--- config.mk ---
export PLATFORM = sky130hd
export DESIGN_NAME = hall_quadrature_encoder
export DESIGN_NICKNAME = d
export VERILOG_FILES = /design/src/rtl/hall_quadrature_encoder.sv
export SDC_FILE = /design/constraint.sdc
export NUM_CORES = 1
export LEC_CHECK = 0
export CAP_MARGIN = 0
export CORE_MARGIN = 2
export CORE_UTILIZATION = 60
export DETAILED_ROUTE_END_ITERATION = 7
export PLACE_DENSITY_LB_ADDON = 0.05
export RECOVER_POWER = 25
export SLEW_MARGIN = 20
export SYNTH_ARGS = -nofsm -noshare
export SYNTH_HDL_FRONTEND = slang
export SYNTH_SLANG_ARGS = --single-unit
--- constraint.sdc ---
create_clock -name clk_48 -period 7.9 [get_ports clk_48]
set_clock_uncertainty 0.05 [all_clocks]
set_input_delay 1.185 -clock clk_48 [delete_from_list [all_inputs] [get_ports clk_48]]
set_output_delay 1.185 -clock clk_48 [all_outputs]
set_load 0.01 [all_outputs]
--- src/rtl/hall_quadrature_encoder.sv ---
// Hall quadrature transmitter: turns move commands (steps, direction, period)
// into Hall_A/Hall_B edges while tracking position and revolution count.
module hall_quadrature_encoder #(
    parameter int COUNTS_PER_REV = 348,
    parameter int PERIOD_W       = 20,
    parameter int STEPS_W        = 16
) (
    input  logic                clk_48,
    input  logic                reset_n,
    input  logic                cmd_valid,
    output logic                cmd_ready,
    input  logic                cmd_dir,
    input  logic [STEPS_W-1:0]  cmd_steps,
    input  logic [PERIOD_W-1:0] cmd_period,
    input  logic                abort,
    output logic                Hall_A,
    output logic                Hall_B,
    output logic                dir,
    output logic [11:0]         pos,
    output logic [3:0]          cyc,
    output logic                busy,
    output logic                done
);

    localparam logic [1:0]  S_IDLE  = 2'd0;
    localparam logic [1:0]  S_RUN   = 2'd1;
    localparam logic [1:0]  S_DONE  = 2'd2;
    localparam logic [11:0] POS_MAX = 12'(COUNTS_PER_REV - 1);

    logic [1:0]          state;
    logic [PERIOD_W-1:0] timer;
    logic [PERIOD_W-1:0] period;
    logic [STEPS_W-1:0]  steps_left;
    logic [PERIOD_W-1:0] period_clamped;
    logic                step_due;

    // Periods below 2 would put Hall edges closer than the decoder can resolve.
    assign period_clamped = (cmd_period < PERIOD_W'(2)) ? PERIOD_W'(2) : cmd_period;
    assign step_due       = (timer == period - PERIOD_W'(1));

    assign cmd_ready = (state == S_IDLE) && reset_n;
    assign busy      = (state == S_RUN);
    assign done      = (state == S_DONE);

    always_ff @(posedge clk_48) begin
        if (!reset_n) begin
            state      <= S_IDLE;
            timer      <= '0;
            period     <= '0;
            steps_left <= '0;
            Hall_A     <= 1'b0;
            Hall_B     <= 1'b0;
            dir        <= 1'b0;
            pos        <= '0;
            cyc        <= '0;
        end else begin
            case (state)
                S_IDLE: begin
                    if (cmd_valid) begin
                        dir        <= cmd_dir;
                        steps_left <= cmd_steps;
                        period     <= period_clamped;
                        timer      <= '0;
                        state      <= (cmd_steps == '0) ? S_DONE : S_RUN;
                    end
                end
                S_RUN: begin
                    if (abort) begin
                        state <= S_DONE;
                    end else if (step_due) begin
                        timer      <= '0;
                        steps_left <= steps_left - STEPS_W'(1);
                        if (steps_left == STEPS_W'(1))
                            state <= S_DONE;
                        // Gray step: the channel to toggle depends on whether A==B.
                        if (dir ^ (Hall_A == Hall_B))
                            Hall_A <= ~Hall_A;
                        else
                            Hall_B <= ~Hall_B;
                        if (dir) begin
                            if (pos == POS_MAX) begin
                                pos <= '0;
                                cyc <= cyc + 4'd1;
                            end else begin
                                pos <= pos + 12'd1;
                            end
                        end else begin
                            if (pos == '0) begin
                                pos <= POS_MAX;
                                cyc <= cyc - 4'd1;
                            end else begin
                                pos <= pos - 12'd1;
                            end
                        end
                    end else begin
                        timer <= timer + PERIOD_W'(1);
                    end
                end
                S_DONE: state <= S_IDLE;
                default: state <= S_IDLE;
            endcase
        end
    end

endmodule

### Word-level counts from Yosys, hierarchy flattened

Index checks and enable logic that the tools add are counted.

* word-level logic and storage cells: 69
* memories kept: 0
* bits in latches: 0
* memory bits (read-only): 0
* bits of input ports: 41
* output and inout bits: 22
* register bits after elaboration: 77
* memory bits (writable): 0

* multiplexer cells: 21
* equal/unequal tests: 12
* bitwise gates (word level): 5
* multiply operators: 0
* reduce and logical (&&, ||, !) cells: 14
* divide/modulo/power cells: 0
* order comparisons: 1
* add/sub/neg operators: 7
* shift operators: 0

Operators by type and width (number)
* 2-to-1 mux 20 bit: 4
* 2-to-1 mux 16 bit: 3
* case mux 20 bit (2 select lines): 1
* 2-to-1 mux 12 bit: 3
* case mux 16 bit (2 select lines): 1
* adder 20 x 1 -> 20 bit (second input constant): 1
* == test 20 bit: 1
* < comparator 20 x 2 -> 1 bit (second input constant): 1
* subtractor 20 x 1 -> 20 bit (second input constant): 1
* == test 16 x 1 -> 1 bit (second input constant): 1
* zero test 16 bit: 1
* subtractor 16 x 1 -> 16 bit (second input constant): 1
* adder 12 x 1 -> 12 bit (second input constant): 1
* == test 12 x 9 -> 1 bit (second input constant): 1
* zero test 12 bit: 1
* 2-to-1 mux 4 bit: 3
* AND reduction 4 bit: 3
* subtractor 12 x 1 -> 12 bit (second input constant): 1
* 2-to-1 mux 2 bit: 5
* AND reduction 3 bit: 3
* inequality test 3 x 2 -> 1 bit (second input constant): 2
* AND reduction 5 bit: 1
* adder 4 x 1 -> 4 bit (second input constant): 1
* inequality test 2 x 1 -> 1 bit (second input constant): 2
* other kinds (12): 17

### Logic depth before layout (Yosys ltp)

* depth after elaboration: 5
* mapped depth: 12
* mapped depth without buffers: 10

### Worst setup path after synthesis

OpenSTA, ideal clock, no wires.

* kind: reg2reg
* start: register period[0]
* end: register cyc[3]
* required time: 7718 ps
* arrival: 2997 ps
* setup time: 132 ps
* stages on the path, launching flop included: 13
* slack: 4721 ps
* path buffers: 2
* period minus slack after synthesis: 3179 ps
* path through: dfxtp_1 inv_1 ha_1 or3b_2 nor3_1 mux2_2 a31o_2 a211oi_1 nand4_1 clkbuf_1 clkbuf_1 o31ai_1 a21oi_1

* longest elaborated chain between the ends: 3

Ends and longest elaborated chain
* start, declared: line 32 `logic [PERIOD_W-1:0] period;`
* start signal, assigned: line 62 `period <= period_clamped;`
* subtractor 20 x 1 -> 20 bit: line 39 `assign step_due = (timer == period - PERIOD_W'(1));`
* == test 20 bit: line 39
* AND reduction 5 bit (no source line)
* end signal, assigned: line 83 `cyc <= cyc + 4'd1;`
* end signal, assigned: line 90 `cyc <= cyc - 4'd1;`
* end, declared: line 20 `output logic [3:0] cyc,`

No other way between the ends.
A chain may end at the register's enable or synchronous reset.

==> flow_summary.ini <==
[route]
drtPass1Iterations = 5
ant_nets = 0
vias_per_cell = 6.43
drc = 0
via_count = 5254
post_drt_wl_per_cell_um = 16.6
drt-initial-drc-count = 278
wirelength_um = 13600

[clocking]
h-tree-depth = 3
postCtsSetupBuffers = 0
clock-root-buffer = clkbuf_8
cts_hold_buf = 0
cts_tree = built
path_clk_slew_ns = 0.08
cts.repair.resized = 0
cts_buffers = 9
cts.sinks = 77
cts_buffer_depth = 2
clk_latency_ns = 0.35

[logic_synthesis]
syn-instance-count = 674
ys_ff_latch = 77
yosysUniqueCellTypes = 69
ys.flop_type = dfxtp_1
synth_edf_count = 0
ys_warn_count = 0
netlist_area_um2 = 5060
postSynthAreaPerCell_um2 = 7.51
async_flop_share_pct = 0
synth-seq-area-share_pct = 30.4
syn_nets = 725

[worst_hold_path]
min-delay-start = period[19]
min_path_type = register to register
hold_depth = 2
min_to = period[19]

[setup_path]
path_max_fanout = 45
ff2ff_path_depth = 10
critical_path_class = input pin to register
end_kind = register
rr_endpoint = steps_left[4]
start_kind = input pin
rr_startpoint = period[0]
crit_arrival_ns = 5.31
required_ns = 8.09
rrSetupSlack_ns = 3.81

[sta]
finalSetupViolations = 0
hold_viol = 0
whs_ns = 0.441
drv_slew = 78
max_slew_margin_pct = -40.6
period_share_pct = 64.8
tns_ns = 0
max_freq_mhz = 195
rsz0062_at_grt = no
min_period_ns = 5.12
tightest_slew_ns = 2.11

[global_route]
grt_pass1_vias = 4785
grt-ovfl-total = 0
grt_pass1_wl_um = 22300
grt_max_degree = 46
track_usage_pct = 30.2
antenna_found_initial = 0

[finish]
drive_gt1_share_pct = 6.74
antennaDiodeCount = 0
multi_input_area_um2 = 3270
fillCellCount = 696
finalInstanceArea_um2 = 5900
final_nets = 758
syn_to_final_growth_pct = 16.6
regArea_um2 = 1540

[place]
portBuffers = 62
place_hpwl_um = 9510
gp_congestion = 0.967
place_area_um2 = 5680

[status]
outcome = finished, violations left
violations = capacitance limit, slew limit

[pwr]
fin_total_pwr_uw = 999
p_leak_uw = 0.00199
power_density_nw_per_um2 = 169
irDropWorstVdd_uv = 99.8

[floorplan]
boundaryPins = 63
start_util_pct = 61.6
num_rows = 33
dieArea_um2 = 9190
die_x_um = 95.9
die_h_um = 95.9
core_um2 = 8220

[flow_run]
maxCapViolCount = 2
-- cell type report --
class / count / share of cell area (%)
Multi-Input combinational cell: 533 / 55.4
Tap cell: 105 / 2.23
Sequential cell: 77 / 26.1
Clock inverter: 3 / 1.14
Inverter: 16 / 1.02
Clock buffer: 13 / 2.69
Timing Repair Buffer: 70 / 11.4
-- synth_stat cells (5+ instances only) --
| master | number | area [µm²] |
|---|---|---|
| a211o_1 | 5 | 43.8 |
| a21oi_1 | 57 | 285 |
| a31oi_1 | 10 | 62.6 |
| and3_1 | 8 | 50.1 |
| buf_1 | 5 | 18.8 |
| clkbuf_1 | 38 | 143 |
| dfxtp_1 | 77 | 1540 |
| ha_1 | 9 | 113 |
| inv_1 | 14 | 52.6 |
| nand2_1 | 116 | 435 |
| nand2b_1 | 5 | 31.3 |
| nand3_1 | 23 | 115 |
| nand4_1 | 24 | 150 |
| nor2_1 | 36 | 135 |
| nor3_1 | 26 | 130 |
| nor4_1 | 16 | 100 |
| o211ai_1 | 10 | 75.1 |
| o21ai_0 | 30 | 150 |
| o311ai_0 | 17 | 149 |
| o31ai_1 | 8 | 60.1 |
| or2_2 | 5 | 31.3 |
| or3_1 | 8 | 50.1 |
| or4_1 | 7 | 52.6 |
| xnor2_1 | 21 | 184 |
| xor2_1 | 15 | 131 |
-- metrics by stage --
step | setup WS, ns | instances | utilization (%)
after floorplan | 4.72 | 674 | -
after global placement | 3.93 | 801 | 69.1
after detailed placement | 3.89 | 801 | 69.1
after CTS | 3.88 | 817 | 71.9
after global routing | 2.39 | 817 | 71.8
final | 2.78 | 817 | 71.8
-- registers in the layout, indices dropped and copies added (netlist names) --
register and count:
period 20, timer 20, steps_left 16, pos 12, cyc 4, state 2
Hall_A 1, Hall_B 1, dir 1
-- report_power, final --
group	switching, µW	internal (µW)
Combinational	128	92.6
Clock	150	196
Sequential	26.5	405
Total	305	694
-- cell usage in the layout, fill, tap and decap left out, drive strengths merged, types with 14 or more instances in the layout --
cell / count
nand2: 116
dfxtp: 77
clkdlybuf4s50: 58
a21oi: 57
nor2: 36
o21ai: 30
nor3: 29
nand4: 25
nand3: 23
xnor2: 21
o311ai: 18
nor4: 18
xor2: 15
clkbuf: 15
inv: 14
-- metal layers --
metal  up-vias  share of wire (%)  GRT usage [%]
li1       2567                  -              -
met1      2462                 43           38.2
met2       192                 49           51.7
met3        33                5.0           4.23
met4         0                2.5           11.8
met5         -                  0              0
-- worst max-delay path by stage --
stage | start | to | slack [ns] | depth (start not counted)
6_report | reset_n | steps_left[10] | 2.78 | 7
5_1_grt | reset_n | steps_left[14] | 2.39 | 7
4_1_cts | reset_n | cmd_ready | 3.88 | 5
3_5_place_dp | reset_n | cmd_ready | 3.89 | 5
3_3_place_gp | reset_n | cmd_ready | 3.93 | 5
2_1_floorplan | period[0] | cyc[3] | 4.72 | 12
-- kinds of logic (layout without fill, tap and decap cells) --
| logic type | Yosys count | after routing | synth area share [%] |
|---|---|---|---|
| AO/OA/AOI/OAI | 173 | 173 | 22.6 |
| XOR/XNOR | 36 | 36 | 6.23 |
| adder cells (fa/ha/maj) | 10 | 10 | 2.62 |
| buffers and inverters | 64 | 102 | 5.11 |
| flip-flops | 77 | 77 | 30.4 |
| multiplexers | 6 | 6 | 1.26 |
| AND/OR/NAND/NOR | 308 | 308 | 31.8 |
-- worst max-delay path, stage by stage --
cell and delay [ns]:
dlygate4sd3_1 0.52, clkbuf_1 1.09, clkinv_1 0.29, clkbuf_1 0.87, nor2_1 0.93, o311ai_0 0.26
o311ai_0 0.13
Note: power is estimated with default switching activity, not from simulation.
